## config.mk

```make
export PLATFORM = sky130hd
export DESIGN_NAME = mmio_uart_tx
export DESIGN_NICKNAME = d
export VERILOG_FILES = /design/src/rtl/mmio_uart_tx.sv
export SDC_FILE = /design/constraint.sdc
export NUM_CORES = 1
export LEC_CHECK = 0
export CAP_MARGIN = 25
export CORE_MARGIN = 1.5
export CORE_UTILIZATION = 45
export CTS_CLUSTER_SIZE = 16
export DETAILED_ROUTE_END_ITERATION = 10
export GPL_ROUTABILITY_DRIVEN = 0
export PLACE_DENSITY = 0.75
export SYNTH_ARGS = -nofsm -noshare
export SYNTH_HDL_FRONTEND = slang
export SYNTH_SLANG_ARGS = --single-unit
```

## constraint.sdc

```tcl
create_clock -name clkFPGA -period 5.7 [get_ports clkFPGA]
set_input_delay 1.14 -clock clkFPGA [delete_from_list [all_inputs] [get_ports clkFPGA]]
set_output_delay 1.14 -clock clkFPGA [all_outputs]
set_load 0.005 [all_outputs]
```

## src/rtl/mmio_uart_tx.sv

```systemverilog
// mmio_uart_tx: CPU stores to TXDATA are queued and sent 8N1 LSB-first on tx; MMIO_UART_TX_PARITY_EN adds even parity.
// Start bit drives from the edge after the push; stores while full are dropped and flag STATUS overflow.
module sync_fifo #(
  parameter int WIDTH = 8,
  parameter int DEPTH = 8
) (
  input  logic                   clk,
  input  logic                   rst,
  input  logic                   wr_vld,
  input  logic [WIDTH-1:0]       wr_dat,
  input  logic                   rd_rdy,
  output logic [WIDTH-1:0]       rd_dat,
  output logic                   full,
  output logic                   empty,
  output logic [$clog2(DEPTH):0] count
);
  localparam int AW = $clog2(DEPTH);

  logic [WIDTH-1:0] mem [DEPTH];
  logic [AW-1:0]    wptr, rptr;
  logic             wr_acc, rd_acc;

  assign rd_acc = rd_rdy && !empty;
  // A full FIFO still takes a write when the head leaves in the same cycle.
  assign wr_acc = wr_vld && (!full || rd_acc);
  assign full   = count == (AW+1)'(DEPTH);
  assign empty  = count == '0;
  assign rd_dat = mem[rptr];

  always_ff @(posedge clk) begin
    if (rst) begin
      wptr  <= '0;
      rptr  <= '0;
      count <= '0;
    end else begin
      if (wr_acc) wptr <= wptr + 1'b1;
      if (rd_acc) rptr <= rptr + 1'b1;
      if (wr_acc && !rd_acc)      count <= count + 1'b1;
      else if (rd_acc && !wr_acc) count <= count - 1'b1;
    end
  end

  always_ff @(posedge clk) begin
    if (wr_acc) mem[wptr] <= wr_dat;
  end
endmodule

module mmio_uart_tx #(
  parameter int          CLK_HZ    = 50_000_000,
  parameter int          BAUD      = 115200,
  parameter int          DEPTH     = 8,
  parameter logic [31:0] BASE_ADDR = 32'h0000_0400
) (
  input  logic        clkFPGA,
  input  logic        rst,
  input  logic        mem_we,
  input  logic        mem_re,
  input  logic [31:0] addr,
  input  logic [31:0] wdata,
  output logic [31:0] rdata,
  output logic        tx,
  output logic        busy
);
  localparam int          DIV         = CLK_HZ / BAUD;
  localparam int          BW          = $clog2(DIV);
  localparam int          CW          = $clog2(DEPTH) + 1;
  localparam logic [31:0] STATUS_ADDR = BASE_ADDR + 32'd1;
`ifdef MMIO_UART_TX_PARITY_EN
  localparam logic PAR_EN = 1'b1;
`else
  localparam logic PAR_EN = 1'b0;
`endif

  typedef enum logic [2:0] {IDLE, START, DATA, PARITY, STOP} state_t;

  state_t        state;
  logic [7:0]    shift;
  logic [2:0]    bitn;
  logic [BW-1:0] baud;
  logic          ovf;
  logic          push_req, stat_sel, pop, baud_end;
  logic          full, empty;
  logic [7:0]    fifo_dat;
  logic [CW-1:0] fcount;
  logic          unused_wdata;

  assign unused_wdata = ^wdata[31:8];
  assign push_req = mem_we && (addr == BASE_ADDR);
  assign stat_sel = addr == STATUS_ADDR;
  assign baud_end = baud == BW'(DIV - 1);
  // The next byte leaves at the end of STOP so back-to-back frames have no gap.
  assign pop      = !empty && ((state == IDLE) || ((state == STOP) && baud_end));
  assign busy     = !empty || (state != IDLE);

  sync_fifo #(.WIDTH(8), .DEPTH(DEPTH)) u_fifo (
    .clk    (clkFPGA),
    .rst    (rst),
    .wr_vld (push_req),
    .wr_dat (wdata[7:0]),
    .rd_rdy (pop),
    .rd_dat (fifo_dat),
    .full   (full),
    .empty  (empty),
    .count  (fcount)
  );

  // Set beats clear when an overflowing store meets a STATUS read.
  always_ff @(posedge clkFPGA) begin
    if (rst)                               ovf <= 1'b0;
    else if (push_req && full && !pop)     ovf <= 1'b1;
    else if (mem_re && stat_sel)           ovf <= 1'b0;
  end

  always_comb begin
    rdata = '0;
    if (stat_sel) begin
      rdata[0]    = full;
      rdata[1]    = empty;
      rdata[2]    = state != IDLE;
      rdata[3]    = ovf;
      rdata[4]    = PAR_EN;
      rdata[15:8] = 8'(fcount);
    end
  end

`ifdef MMIO_UART_TX_PARITY_EN
  logic par;
  always_ff @(posedge clkFPGA) begin
    if (pop) par <= ^fifo_dat;
  end
`endif

  always_ff @(posedge clkFPGA) begin
    if (rst) begin
      state <= IDLE;
      tx    <= 1'b1;
      shift <= '0;
      bitn  <= '0;
      baud  <= '0;
    end else begin
      case (state)
        IDLE: if (pop) begin
          shift <= fifo_dat;
          bitn  <= '0;
          baud  <= '0;
          tx    <= 1'b0;
          state <= START;
        end
        START: if (baud_end) begin
          baud  <= '0;
          tx    <= shift[0];
          state <= DATA;
        end else baud <= baud + 1'b1;
        DATA: if (baud_end) begin
          baud <= '0;
          if (bitn == 3'd7) begin
`ifdef MMIO_UART_TX_PARITY_EN
            tx    <= par;
            state <= PARITY;
`else
            tx    <= 1'b1;
            state <= STOP;
`endif
          end else begin
            bitn  <= bitn + 1'b1;
            shift <= shift >> 1;
            tx    <= shift[1];
          end
        end else baud <= baud + 1'b1;
`ifdef MMIO_UART_TX_PARITY_EN
        PARITY: if (baud_end) begin
          baud  <= '0;
          tx    <= 1'b1;
          state <= STOP;
        end else baud <= baud + 1'b1;
`endif
        STOP: if (baud_end) begin
          baud <= '0;
          if (pop) begin
            shift <= fifo_dat;
            bitn  <= '0;
            tx    <= 1'b0;
            state <= START;
          end else begin
            tx    <= 1'b1;
            state <= IDLE;
          end
        end else baud <= baud + 1'b1;
        default: begin
          tx    <= 1'b1;
          state <= IDLE;
        end
      endcase
    end
  end
endmodule

```

After elaboration in Yosys (flattened, before gate mapping) --
Memories as Yosys holds them, arrays and structs flattened. A register that Yosys moved wholly into a read port is not among the register bits. Index checks and enable logic that the tools add are counted.
Storage, ports and cells: bits in registers 35, latch bits 0, bits in writable memories 64, ROM bits 0, input bits 68, output and inout port bits 34, logic and storage cells 97, memories kept 1
Cells by class: $add $sub $neg 6, $mul 0, divide/modulo/power cells 0, order comparisons 0, equal/unequal tests 14, shifts and indexed selects 0, muxes and demuxes 37, bitwise operators 0, reduce and logical (&&, ||, !) cells 30
Memories:
- u_fifo.mem | depth 8, width 8, read ports 1, clocked after memory_dff 1, wr ports 1, line 19 | logic [WIDTH-1:0] mem [DEPTH];
Operators by type and width (count):
- $eq 32x11->1 const B | 2
- $mux 3 | 11
- $mux 8 | 4
- $pmux 8 s3 | 1
- $mux 9 | 2
- $pmux 9 s2 | 1
- $mux 4 | 4
- $ne 2x2->1 const B | 6
- $pmux 3 s4 | 1
- $mux 1 | 11
- $logic_and 1x1->1 | 10
- $add 3x1->3 const B | 3
- $add 9x1->9 const B | 1
- $eq 9x9->1 const B | 1
- $pmux 3 s3 | 1
- $reduce_and 4->1 | 2
- $eq 3x3->1 const B | 2
- $reduce_bool 2->1 | 3
- $reduce_bool 3->1 | 2
- $logic_not 1->1 | 5
- $reduce_and 5->1 | 1
- $add 4x1->4 const B | 1
- $eq 4x4->1 const B | 1
- $logic_not 4->1 | 1
- other kinds (8) | 10

Logic depth before layout (Yosys ltp) --
Gate-level depths: netlist (run 1).
depth after elaboration 11, mapped depth 15, gate-level depth less buffers 15

By module --
From an unflattened synthesis (run 1), not the netlist that was laid out.
Unflattened totals: cells, all modules 378, area total of the unflattened synthesis 4854.7 µm²
Modules (own cells, without submodules):
- sync_fifo | times used 1, cells an instance 165, area an instance 3070.4 µm², seq. area each 2182.1 µm²
- mmio_uart_tx | times used 1, cells an instance 213, area an instance 1784.2 µm², seq. area each 500.5 µm²

Worst setup path after synthesis (run 1) --
OpenSTA, ideal clock, no wires.
kind in2reg, from input port addr[5], to register u_fifo.count[3], setup time 0.070 ns, arrival 3.567 ns, required time 5.630 ns, slack 2.063 ns, stages on the path 13, path buffers 0, cells stage by stage nor4_2 > nand4_2 > nor4_4 > nand2_2 > clkinv_1 > ha_1 > inv_1 > ha_1 > a21o_1 > a21oi_1 > xnor2_1 > or3_1 > a21oi_1
Between the ends: longest elaborated chain between the ends 6, elaborated cells on any way between the ends 8, those cells by class eq/ne (1); mux (1); reduce/logical (6)
Ends and longest elaborated chain:
- start: declaration | line 58 | input logic [31:0] addr,
- $eq 32x11->1 * | line 88 | assign push_req = mem_we && (addr == BASE_ADDR);
- $logic_and 1x1->1 * | line 88
- $logic_and 1x1->1 * | line 25 | assign wr_acc = wr_vld && (!full || rd_acc);
- named net u_fifo.wr_acc | line 21 | logic wr_acc, rd_acc;
- $logic_not 1->1 | line 39 | else if (rd_acc && !wr_acc) count <= count - 1'b1;
- $logic_and 1x1->1 | line 39
- $reduce_bool 2->1 (no line)
- end signal: assignment | line 38 | if (wr_acc && !rd_acc) count <= count + 1'b1;
- end signal: assignment | line 39
- end: declaration | line 15 | output logic [$clog2(DEPTH):0] count
Mark *: on every way through the listed nets, which the timed path passes. The rest lies on a longest branch. A chain may end at the register's enable or synchronous reset.

Final worst setup path (run 1) --
from input port addr[18], to output port rdata[8]
Between the ends: longest elaborated chain between the ends 2
Ends and longest elaborated chain:
- $eq 32x11->1 | line 89 | assign stat_sel = addr == STATUS_ADDR;
- $mux 4 | line 116 | if (stat_sel) begin
- end: declaration | line 60 | output logic [31:0] rdata,
No other way between the ends.

==> results of run 1 <==
[cells in the mapped netlist (3+ instances only)]
| library cell | instances |
|---|---|
| sky130_fd_sc_hd__nor4_2 | 4 |
| sky130_fd_sc_hd__nand3_1 | 10 |
| sky130_fd_sc_hd__o21ai_0 | 5 |
| sky130_fd_sc_hd__o211ai_1 | 7 |
| sky130_fd_sc_hd__xor2_1 | 8 |
| sky130_fd_sc_hd__buf_4 | 25 |
| sky130_fd_sc_hd__nor4_1 | 8 |
| sky130_fd_sc_hd__nor3_1 | 9 |
| sky130_fd_sc_hd__and2_1 | 6 |
| sky130_fd_sc_hd__ha_1 | 9 |
| sky130_fd_sc_hd__edfxtp_1 | 64 |
| sky130_fd_sc_hd__buf_2 | 7 |
| sky130_fd_sc_hd__mux2i_1 | 8 |
| sky130_fd_sc_hd__nor2_1 | 23 |
| sky130_fd_sc_hd__mux4_2 | 16 |
| sky130_fd_sc_hd__nand2b_1 | 4 |
| sky130_fd_sc_hd__nand4_1 | 3 |
| sky130_fd_sc_hd__xnor2_1 | 6 |
| sky130_fd_sc_hd__nand2_1 | 29 |
| sky130_fd_sc_hd__a21oi_1 | 18 |
| sky130_fd_sc_hd__dfxtp_1 | 38 |
| sky130_fd_sc_hd__a211oi_1 | 5 |
| sky130_fd_sc_hd__inv_1 | 6 |
| sky130_fd_sc_hd__clkbuf_1 | 4 |
[final timing paths]
path	from	to	slack, ns	depth (start not counted)
worst max-delay path	addr[18]	rdata[8]	1.25	6
worst min-delay path	shift[7]	shift[7]	0.46	2
worst max register to register	baud[0]	u_fifo.count[3]	2.49	14
worst min register to register	shift[7]	shift[7]	0.46	2
[tightest hold or removal path: cells and delay by family (launching register included)]
| kind | cells | cell delay (ns) |
|---|---|---|
| AOI/OAI and AO/OA | 1 | 0.05 |
| and+or+nand+nor | 1 | 0.05 |
| DFF | 1 | 0.32 |
[layer usage]
layer	routed length [um]	up-vias
met4	148	0
li1	-	1432
met2	4550	76
met5	0	-
met3	333	16
met1	3640	1432
[where the power goes]
group	total (uW)	switching (uW)	leakage, uW	internal, uW
Combinational	424	207	0.000863	217
Sequential	906	71.1	0.000885	835
Clock	458	281	0.000105	176
[flip-flops by register name, indices dropped and copies added, names as in the netlist, 3 cells and up, named ones only]
signal / count
state: 3
u_fifo.wptr: 3
baud: 9
bitn: 3
u_fifo.count: 4
shift: 8
u_fifo.mem: 64
u_fifo.rptr: 3
[logic make-up after synthesis]
logic type / after synthesis / share of synthesized area
and+or+nand+nor: 114 / 0.142
DFF: 102 / 0.571
AOI/OAI and AO/OA: 49 / 0.0698
buffers and inverters: 45 / 0.0578
muxes: 27 / 0.102
xor gates and xnor gates: 14 / 0.0261
adders and majority gates: 11 / 0.0304
other: 1 / 0.000798
[metrics by stage]
step	worst slack (ns)	instances	total power [uW]	area, um2	hold WS [ns]
after detailed placement	1.23	542	1340	5280	0.453
after floorplan	2.06	386	1240	4780	0.432
after global routing	1.01	559	1890	5510	0.490
after CTS	1.23	558	1800	5500	0.467
final	1.25	559	1790	5510	0.464
after global placement	1.26	541	1330	5270	0.442
[cell type report]
type,instances,area [um2],share of cell area
Clock inverter,7,91.3,0.0166
Sequential cell,102,2680,0.487
Tap cell,136,170,0.0309
Inverter,7,26.3,0.00477
Clock buffer,9,124,0.0225
Timing Repair Buffer,59,583,0.106
Multi-Input combinational cell,239,1830,0.333
==> insert_results.sql, run 1 <==
INSERT INTO impl_metrics (metric_group, metric, value, unit) VALUES
('worst_setup_path', 'path_max_fanout', '6', ''),
('grt', 'grt.overflow.total', '0', ''),
('worst_setup_path', 'crit_path_launch_type', 'input port', ''),
('placed_design', 'numPortBuffers', '53', ''),
('worst_setup_path', 'crit_buf_inv', '2', ''),
('worst_setup_path', 'critPathMaxStageDelay', '0.50', 'ns'),
('timing', 'setup_viol', '0', ''),
('drt', 'detailed_router_iteration_count_before_antenna_repair', '5', ''),
('timing', 'setup_total_negative_slack', '0', 'ns'),
('worst_setup_path', 'crit_type', 'in -> out', ''),
('synthesis', 'mean_cell_area_of_the_mapped_netlist', '12.9', 'um2'),
('worst_setup_path', 'cp.required', '4.56', 'ns'),
('drt', 'number_of_drc_violations_after_detailed_routing', '0', ''),
('status', 'outcome', 'finished clean', ''),
('timing', 'max_slew.worst_pin.slew', '0.939', 'ns'),
('finish', 'area.growth.synth_to_final', '17.3', '%'),
('grt', 'number_of_global_route_vias_before_repair', '2994', ''),
('synthesis', 'number_of_flip_flops_and_latches_in_the_synthesized_netlist', '102', ''),
('placed_design', 'dp_hpwl', '6120', 'um'),
('die', 'floorplan.core_area', '10200', 'um2'),
('worst_setup_path', 'timing.critical_path.slowest_stage_cell', 'sky130_fd_sc_hd__clkdlybuf4s50_1', ''),
('grt', 'grt_use_met2', '0.301', ''),
('timing', 'post-route-min-period', '4.45', 'ns'),
('drt', 'dr_total_vias', '2956', ''),
('power', 'power.leakage', '0.00185', 'uW'),
('die', 'die_w', '105', 'um'),
('timing', 'rsz0062_at_grt', 'no', ''),
('clock_tree', 'cts-hold-fix-buffers', '0', ''),
('finish', 'layout_commonest_cell', 'sky130_fd_sc_hd__edfxtp_1', ''),
('synthesis', 'async_reset_ff_frac', '0', ''),
('die', 'total_die_area', '11100', 'um2'),
('timing', 'final.setup_skew', '0.0163', 'ns'),
('clock_tree', 'cts.sink_count', '102', ''),
('synthesis', 'syn_area', '4700', 'um2'),
('drt', 'routed_wire_length_per_instance', '15.5', 'um'),
('finish', 'layout-drive-gt1-share', '0.139', ''),
('grt', 'grtUsageTotal', '0.170', ''),
('drt', 'drt_first_iter_violations', '96', ''),
('clock_tree', 'clk_pin_slew_worst_paths', '0.10', 'ns'),
('die', 'core.rowCount', '37', ''),
('die', 'ioPinCount', '102', ''),
('finish', 'nNetsFinal', '496', ''),
('clock_tree', 'cts_htree_levels', '3', ''),
('finish', 'fin_util', '0.539', ''),
('power', 'max-vdd-ir-drop', '0.193', 'mV'),
('finish', 'fillerInstances', '850', ''),
('synthesis', 'synth_seq_area_share', '0.571', ''),
('worst_hold_path', 'min-delay-path-class', 'reg -> reg', ''),
('die', 'start_util', '0.459', ''),
('finish', 'layout.cells.most_common_list', 'sky130_fd_sc_hd__edfxtp_1 (64), sky130_fd_sc_hd__clkdlybuf4s50_1 (53), sky130_fd_sc_hd__dfxtp_1 (38)', ''),
('timing', 'drv_slew', '0', ''),
('grt', 'grt_start_max_net_pins', '29', ''),
('timing', 'finalHoldViolCount', '0', ''),
('clock_tree', 'clockRootBuffer', 'sky130_fd_sc_hd__clkbuf_8', ''),
('drt', 'drt-vias-per-instance', '5.29', ''),
('synthesis', 'yosys_warnings', '0', ''),
('synthesis', 'synth_top_cell_area_share', '0.409', ''),
('grt', 'groute.layer.met3.usage', '0.0381', ''),
('worst_setup_path', 'timing.critical_path.arrival', '3.31', 'ns'),
('clock_tree', 'clk-insertion-delay-late', '0.37', 'ns'),
('drt', 'wl', '8670', 'um'),
('finish', 'antenna_cells_inserted', '0', ''),
('synthesis', 'synthCells', '363', ''),
('grt', 'antenna_found_initial', '0', ''),
('clock_tree', 'cts_resized', '0', ''),
('power', 'p_per_area', '324', 'nW/um2'),
('drt', 'antenna_violating_nets_post_route', '0', ''),
('synthesis', 'synth_enable_flop_cells', '64', ''),
('timing', 'timing.final.crit_share', '0.780', ''),
('worst_setup_path', 'critPathTopFamily', 'simple AND/OR/NAND/NOR gates', ''),
('grt', 'grt_first_pass_wirelength', '14600', 'um');
(Power assumes the default switching activity.)
==> run 2, diff against run 1 <==
Settings changed: PLACE_DENSITY 0.75 to 0.78.
Clock period 5.7 ns to 4 ns, I/O delays scaled along.
==> run 2 against run 1 <==
Sequential power increased by 42%. Core utilization increased by 0.27 points. Wire length rose by 2.4%. Combinational power increased by 43%. Register-to-register slack lost 1.7 ns. Cell area increased by 0.50%. Critical path depth unchanged.
==> insert_results.sql, run 2 (synthesis gave the netlist of run 1 again) <==
INSERT INTO impl_metrics (metric_group, metric, value, unit) VALUES
('drt', 'number_of_drc_violations_after_detailed_routing', '0', ''),
('worst_setup_path', 'timing.rr.start', 'baud[0]', ''),
('worst_hold_path', 'worst_hold_path.endpoint', 'shift[2]', ''),
('timing', 'post-route-min-period', '3.80', 'ns'),
('worst_setup_path', 'timing.critical_path.arrival', '3.00', 'ns'),
('drt', 'routed_wire_length_per_instance', '15.7', 'um'),
('timing', 'finalHoldViolCount', '0', ''),
('finish', 'layout_commonest_cell', 'sky130_fd_sc_hd__edfxtp_1', ''),
('power', 'design_power_total', '2570', 'uW'),
('clock_tree', 'cts.sink_count', '102', ''),
('finish', 'largest_register_ff_count', '64', ''),
('finish', 'layout-drive-gt1-share', '0.147', ''),
('clock_tree', 'post_cts.repair.setup_buffers', '0', ''),
('clock_tree', 'number_of_buffers_created_by_cts', '9', ''),
('power', 'p_per_area', '464', 'nW/um2'),
('clock_tree', 'cts_htree_levels', '3', ''),
('worst_setup_path', 'cp.required', '3.20', 'ns'),
('finish', 'nNetsFinal', '501', ''),
('placed_design', 'numPortBuffers', '53', ''),
('drt', 'dr_total_vias', '2937', ''),
('worst_hold_path', 'min-delay-start', 'shift[2]', ''),
('timing', 'max-slew-margin-rel', '0.498', ''),
('drt', 'detailed_router_iteration_count_before_antenna_repair', '6', ''),
('job', 'maxCapViolCount', '0', ''),
('die', 'ioPinCount', '102', ''),
('clock_tree', 'cts_resized', '0', ''),
('timing', 'setup_viol', '0', ''),
('placed_design', 'placed_area', '5310', 'um2'),
('die', 'start_util', '0.459', ''),
('drt', 'drt_first_iter_violations', '87', ''),
('finish', 'registers_with_the_most_flip_flops', 'u_fifo.mem: 64 flops, baud: 9 flops, shift: 8 flops', ''),
('grt', 'antenna_found_initial', '0', ''),
('die', 'vertical_die_dimension', '105', 'um'),
('die', 'core.rowCount', '37', ''),
('worst_setup_path', 'r2r.worst_path.cells', '14', ''),
('grt', 'grt_start_max_net_pins', '28', ''),
('worst_hold_path', 'timing.hold.worst_path_depth', '2', ''),
('die', 'floorplan.core_area', '10200', 'um2'),
('timing', 'final.setup_skew', '0.0160', 'ns'),
('worst_setup_path', 'setup.worst_path.end_class', 'output pin', ''),
('power', 'power.leakage', '0.00188', 'uW'),
('worst_setup_path', 'path_max_fanout', '6', ''),
('finish', 'registers.top_by_ff_count', 'u_fifo.mem', ''),
('grt', 'grtUsageTotal', '0.174', ''),
('timing', 'fmax', '263', 'MHz'),
('finish', 'area.growth.synth_to_final', '17.9', '%'),
('clock_tree', 'cts-hold-fix-buffers', '0', ''),
('drt', 'wl', '8880', 'um'),
('clock_tree', 'clockRootBuffer', 'sky130_fd_sc_hd__clkbuf_8', ''),
('drt', 'drt-vias-per-instance', '5.21', ''),
('die', 'total_die_area', '11100', 'um2'),
('clock_tree', 'clk-insertion-delay-late', '0.38', 'ns'),
('timing', 'worst_hold_slack', '0.458', 'ns'),
('worst_setup_path', 'crit_path_launch_type', 'input port', ''),
('timing', 'rsz0062_at_grt', 'no', ''),
('timing', 'setup_total_negative_slack', '0', 'ns'),
('timing', 'drv_slew', '0', ''),
('finish', 'antenna_cells_inserted', '0', ''),
('die', 'die_w', '105', 'um'),
('timing', 'timing.final.crit_share', '0.950', ''),
('finish', 'final_cell_area', '5540', 'um2'),
('worst_setup_path', 'reg2reg_slack', '0.84', 'ns'),
('finish', 'final-instance-count-excl-fill', '564', ''),
('worst_setup_path', 'r2r_end', 'u_fifo.count[3]', ''),
('drt', 'antenna_violating_nets_post_route', '0', ''),
('clock_tree', 'clk_pin_slew_worst_paths', '0.10', 'ns'),
('grt', 'number_of_global_route_vias_before_repair', '2977', ''),
('clock_tree', 'cts_tree', 'done', ''),
('power', 'max-vdd-ir-drop', '0.254', 'mV'),
('grt', 'grt.overflow.total', '0', ''),
('status', 'outcome', 'finished clean', ''),
('timing', 'max_slew.worst_pin.slew', '0.752', 'ns'),
('clock_tree', 'cts-root-to-sink-buffers', '2', ''),
('worst_hold_path', 'min-delay-path-class', 'reg -> reg', ''),
('worst_setup_path', 'crit_type', 'in -> out', ''),
('grt', 'grt_first_pass_wirelength', '14900', 'um'),
('placed_design', 'place_inst', '547', ''),
('placed_design', 'dp_hpwl', '6290', 'um'),
('finish', 'layout.cells.most_common_list', 'sky130_fd_sc_hd__edfxtp_1 (64), sky130_fd_sc_hd__clkdlybuf4s50_1 (53), sky130_fd_sc_hd__dfxtp_1 (38)', '');
==> run 2: changes by cell type in the layout (fill, tap and decap cells not counted), sizes merged <==
cell / before / now
buf: 6 / 11
clkinv: 7 / 5
inv: 7 / 9
==> run 2: cell type report <==
type	count	area, um2
Tap cell	136	170
Clock inverter	7	86.3
Timing Repair Buffer	64	621
Multi-Input combinational cell	239	1830
Inverter	7	26.3
Sequential cell	102	2680
Fill cell	834	4690
Clock buffer	9	124
==> run 2: worst max path at each step <==
stage,end,cells after the start,slack [ns],start
floorplan,u_fifo.count[3],13,0.70,addr[5]
detailed placement,u_fifo.count[3],14,0.14,addr[22]
finish,rdata[10],6,0.20,addr[22]
global placement,u_fifo.count[3],14,0.21,addr[17]
global route,rdata[9],6,0.06,addr[22]
CTS,rdata[10],6,0.18,addr[22]
==> run 2: stage by stage <==
stage	setup slack, ns	utilization
after floorplan	0.703	-
after global placement	0.205	0.519
after detailed placement	0.142	0.519
after CTS	0.184	0.540
after global routing	0.0573	0.541
final	0.199	0.541
==> run 2: critical path: stages <==
cell and delay, ns:
sky130_fd_sc_hd__clkdlybuf4s50_1 0.40, sky130_fd_sc_hd__nor4_1 0.28, sky130_fd_sc_hd__nand4_1 0.32, sky130_fd_sc_hd__nor3_1 0.49
sky130_fd_sc_hd__and2_1 0.20, sky130_fd_sc_hd__clkdlybuf4s50_1 0.51
==> run 2: per-layer routing <==
layer	track usage	wire [um]	vias up
li1	-	-	1440
met1	0.216	3850	1421
met2	0.305	4600	64
met3	0.0399	311	12
met4	0.0479	115	0
met5	0	0	-
==> run 2: power by group <==
group	leakage (uW)	total, uW	switching (uW)	internal (uW)
clock network	0.000105	667	413	254
logic	0.000890	608	299	309
registers	0.000885	1290	103	1190
total	0.00188	2570	815	1750
==> variant 1 (flow settings as in run 1) <==
The localparam `PAR_EN` goes from 1'b0 to 1'b1.
--- a/src/rtl/mmio_uart_tx.sv
+++ b/src/rtl/mmio_uart_tx.sv
@@ -70,3 +70,3 @@
 `else
-  localparam logic PAR_EN = 1'b0;
+  localparam logic PAR_EN = 1'b1;
 `endif
Check against the original RTL: not equivalent (Yosys sat finds a counterexample within 4 cycles, from zero or initial values and one cycle with rst high).
==> variant 1 against run 1 <==
Count of clock-buffer cells in the layout unchanged; die area increased by 1.1%; first-iteration DRC count increased by 45%; via count increased by 2.2%; routed wire length increased by 4.4%; register-to-register slack got worse by 0.12 ns; area after synthesis increased by 1.1%; power decreased by 0.79%; critical endpoint is now rdata[10]; setup slack got worse by 0.13 ns; sequential cell count unchanged; sequential power increased by 0.9%; cell area increased by 0.59%.
==> variant 1: results (changes against run 1) <==
- Status: completed
- Adder and majority gate portion of the synthesized area: 0.0300 (-0.000328)
- Leak Pwr: 1.93 nW (+4.4%)
- Initial DRC Count: 139 (+45%)
- Slew headroom: 0.392 (+0.0198)
- Top cells by count, synth: 64 x edfxtp_1, 38 x dfxtp_1, 32 x nor2_1
- Average vias per placed instance: 5.30 (+0.23%)
- Hold Slack: 0.461 ns (-0.00316 ns)
- Fin worst setup slack: 1.12 ns (-0.130 ns)
- GR Util All Layers: 0.174 (+0.00302)
- Setup crit end: rdata[10]
- Core ar.: 0.0103 sq mm (+0.45%)
- NonClk Buf Share: 0.108 (+0.00254)
- Mean Syn Cell Area: 12.7 sq um (-1.9%)
- Distinct cells, synth: 58 (+3.6%)
- Layout Skew: 0.0114 ns (-0.00488 ns)
- HPWL after DPL: 6.32 mm (+3.3%)
- Area post-placement: 0.00536 sq mm (+1.5%)
- Share of layout cells above drive strength 1: 0.122 (-0.0174)
- Largest net degree at the start of global routing: 33 (+14%)
- IO Port Bufs: 54 (+1.9%)
- Min-delay src: shift[5]$_SDFFE_PP0P_
- CP max-delay cell: nor3_1
- Comb_multi_in: 248 (+3.8%)
- Buffers excl. clock: 61 (+3.4%)
variant 1: cell count changes in the layout (fill, tap and decap cells not counted), moves of 4 or more:
cell	run 1	this run
a211o_1	1	8
clkinv_8	4	0
mux2i_1	8	12
nand2_1	29	21
nor2_1	23	32
nor4_2	4	0
o211ai_1	7	0
variant 1: routing by layer:
| metal | share of wire | wire (microns) | vias to the layer above | GRT usage |
|---|---|---|---|---|
| li1 | - | - | 1475 | - |
| met1 | 0.45 | 4050 | 1474 | 0.216 |
| met2 | 0.51 | 4620 | 61 | 0.305 |
| met3 | 0.030 | 275 | 11 | 0.0408 |
| met4 | 0.012 | 108 | 0 | 0.0405 |
| met5 | 0 | 0 | - | 0 |
variant 1: power breakdown:
part	leakage [nW]	internal [mW]	switching, mW
combinational	0.952	0.222	0.210
sequential	0.884	0.835	0.0790
clock	0.0970	0.168	0.259
total	1.93	1.23	0.548
==> variant 2 (flow settings as in run 1) <==
Made on the original files. Register the output `rdata`, with the module's reset; this adds one clock of latency there. The other outputs are not delayed to match.
--- a/src/rtl/mmio_uart_tx.sv
+++ b/src/rtl/mmio_uart_tx.sv
@@ -75,2 +75,4 @@
 
+  logic [31:0] rdata_d;
+
   state_t        state;
@@ -114,10 +116,10 @@
   always_comb begin
-    rdata = '0;
+    rdata_d = '0;
     if (stat_sel) begin
-      rdata[0]    = full;
-      rdata[1]    = empty;
-      rdata[2]    = state != IDLE;
-      rdata[3]    = ovf;
-      rdata[4]    = PAR_EN;
-      rdata[15:8] = 8'(fcount);
+      rdata_d[0]    = full;
+      rdata_d[1]    = empty;
+      rdata_d[2]    = state != IDLE;
+      rdata_d[3]    = ovf;
+      rdata_d[4]    = PAR_EN;
+      rdata_d[15:8] = 8'(fcount);
     end
@@ -195,2 +197,10 @@
   end
+  always_ff @(posedge clkFPGA) begin
+    if (rst) begin
+      rdata <= '0;
+    end else begin
+      rdata <= rdata_d;
+    end
+  end
+
 endmodule
Formal check against the unedited RTL: not equivalent (Yosys sat finds a counterexample within 4 cycles, from zero or initial values and one cycle with rst high).
==> variant 2 against run 1 <==
Area after synthesis is 2.8% higher; combinational power is 38% higher; critical path depth is 7 higher; routed wire length is 3.6% higher; cell area is 2.4% higher; power is 15% higher; maximum frequency is 5.2% higher; sequential cell count is 8 higher; clock skew is 0.0093 ns lower; setup slack better by 0.22 ns; register-to-register slack worse by 0.26 ns; die area is 2.7% higher; critical path type is now in2reg; highest routed layer unchanged.
==> variant 2: results (changes against run 1) <==
- Clock network fraction of design power: 0.240 (-0.016)
- Top cells by count, synth: 64 x edfxtp_1, 46 x dfxtp_1, 38 x nor2_1
- Met1 Track Usage GR: 0.210 (+0.00951)
- Net Sw Frac: 0.316 (+0.00344)
- Layout fillers: 853 (+0.35%)
- Final-stage net count: 507 (+2.2%)
- HPWL after DPL: 6.12 mm (about the same)
- Clk cell area share: 0.0370 (-0.00203)
- N_diodes: 0 (unchanged)
- Signal inverters: 8 (+1)
- Leak Pwr: 1.94 nW (+4.6%)
- Sequential cell area fraction in the yosys report: 0.589 (+0.0176)
- GR Util All Layers: 0.169 (-0.00132)
- Routed wl met2: 4.63 mm (+1.7%)
- Final wirelength: 8.98 mm (+3.6%)
- Initial DRC Count: 109 (+14%)
- Status: completed
- Share of layout cells above drive strength 1: 0.113 (-0.0266)
- Number of global-route vias before repair: 2,923 (-2.4%)
- Area post-placement: 0.00538 sq mm (+1.9%)
- Met3 routed WL: 269 microns (-19%)
- Distinct cells, synth: 52 (-7.1%)
- Slew headroom: 0.405 (+0.0332)
- Comb_multi_in: 244 (+2.1%)
- Mean Syn Cell Area: 12.8 sq um (-1.0%)
- NonClk Buf Share: 0.105 (-0.000712)
- Multi-input logic portion of the cell area: 0.319 (-0.0140)
- Met2 GRT Util: 0.289 (-0.0117)
- Worst slack, placed: 1.12 ns (-0.113 ns)
- Post-route core utilization: 0.544 (+0.00557)
- Layout Cells excl Fill: 570 (+2.0%)
- Layout Skew: 0.00701 ns (-0.00925 ns)
- CTS Sinks: 110 (+7.8%)
- Largest regs: u_fifo.mem x64, baud x9
- Sequential share of cell area: 0.504 (+0.0169)
- Crit Path Max Fanout: 11 (+5)
- Pre-antenna DRT Iters: 4 (-1)
- Global Route met3 Usage: 0.0401 (+0.00207)
-- variant 2: cell count changes after synthesis, moves of 4 or more --
| cell | change |
|---|---|
| nor2_1 | +15 |
| nand3_1 | -5 |
| nand2_1 | -5 |
| nor4_2 | -4 |
| nand2b_1 | -4 |
| a211oi_1 | -4 |
| a211o_1 | +6 |
| dfxtp_1 | +8 |
| o211ai_1 | -7 |
-- variant 2: critical path: stages --
cell	delay (ns)
clkdlybuf4s50_1	0.40
nor4b_1	0.36
nand4_1	0.19
nor4_1	0.50
and2_1	0.42
ha_1	0.26
inv_1	0.09
ha_1	0.27
a21o_1	0.17
a21oi_1	0.17
xnor2_1	0.10
or3_1	0.31
a21oi_1	0.15
-- variant 2: worst paths after layout --
check | startpoint | to | slack, ns | depth (start not counted)
min | bitn[1]$_SDFFE_PP0P_ | bitn[1]$_SDFFE_PP0P_ | 0.46 | 2
min reg2reg | bitn[1]$_SDFFE_PP0P_ | bitn[1]$_SDFFE_PP0P_ | 0.46 | 2
max | addr[8] | u_fifo.count[3]$_SDFFE_PP0P_ | 1.47 | 13
max reg2reg | baud[2]$_SDFFE_PP0P_ | u_fifo.count[3]$_SDFFE_PP0P_ | 2.23 | 12
-- variant 2: kinds of logic after synthesis --
family | Yosys count | share of synthesized area
other cells | 1 | 0.000777
xor+xnor | 13 | 0.0236
buf+inv | 46 | 0.0565
simple gates | 122 | 0.134
mux | 28 | 0.0998
compound gates | 47 | 0.0692
flops | 110 | 0.589
fa+ha+maj | 10 | 0.0275
-- variant 2: power groups by stage --
stage	registers, mW	clock network (mW)	logic (mW)
floorplan	0.954	0	0.465
global placement	1.01	0	0.527
detailed placement	1.02	0	0.546
CTS	0.999	0.506	0.551
global route	0.995	0.537	0.650
finish	0.983	0.494	0.584
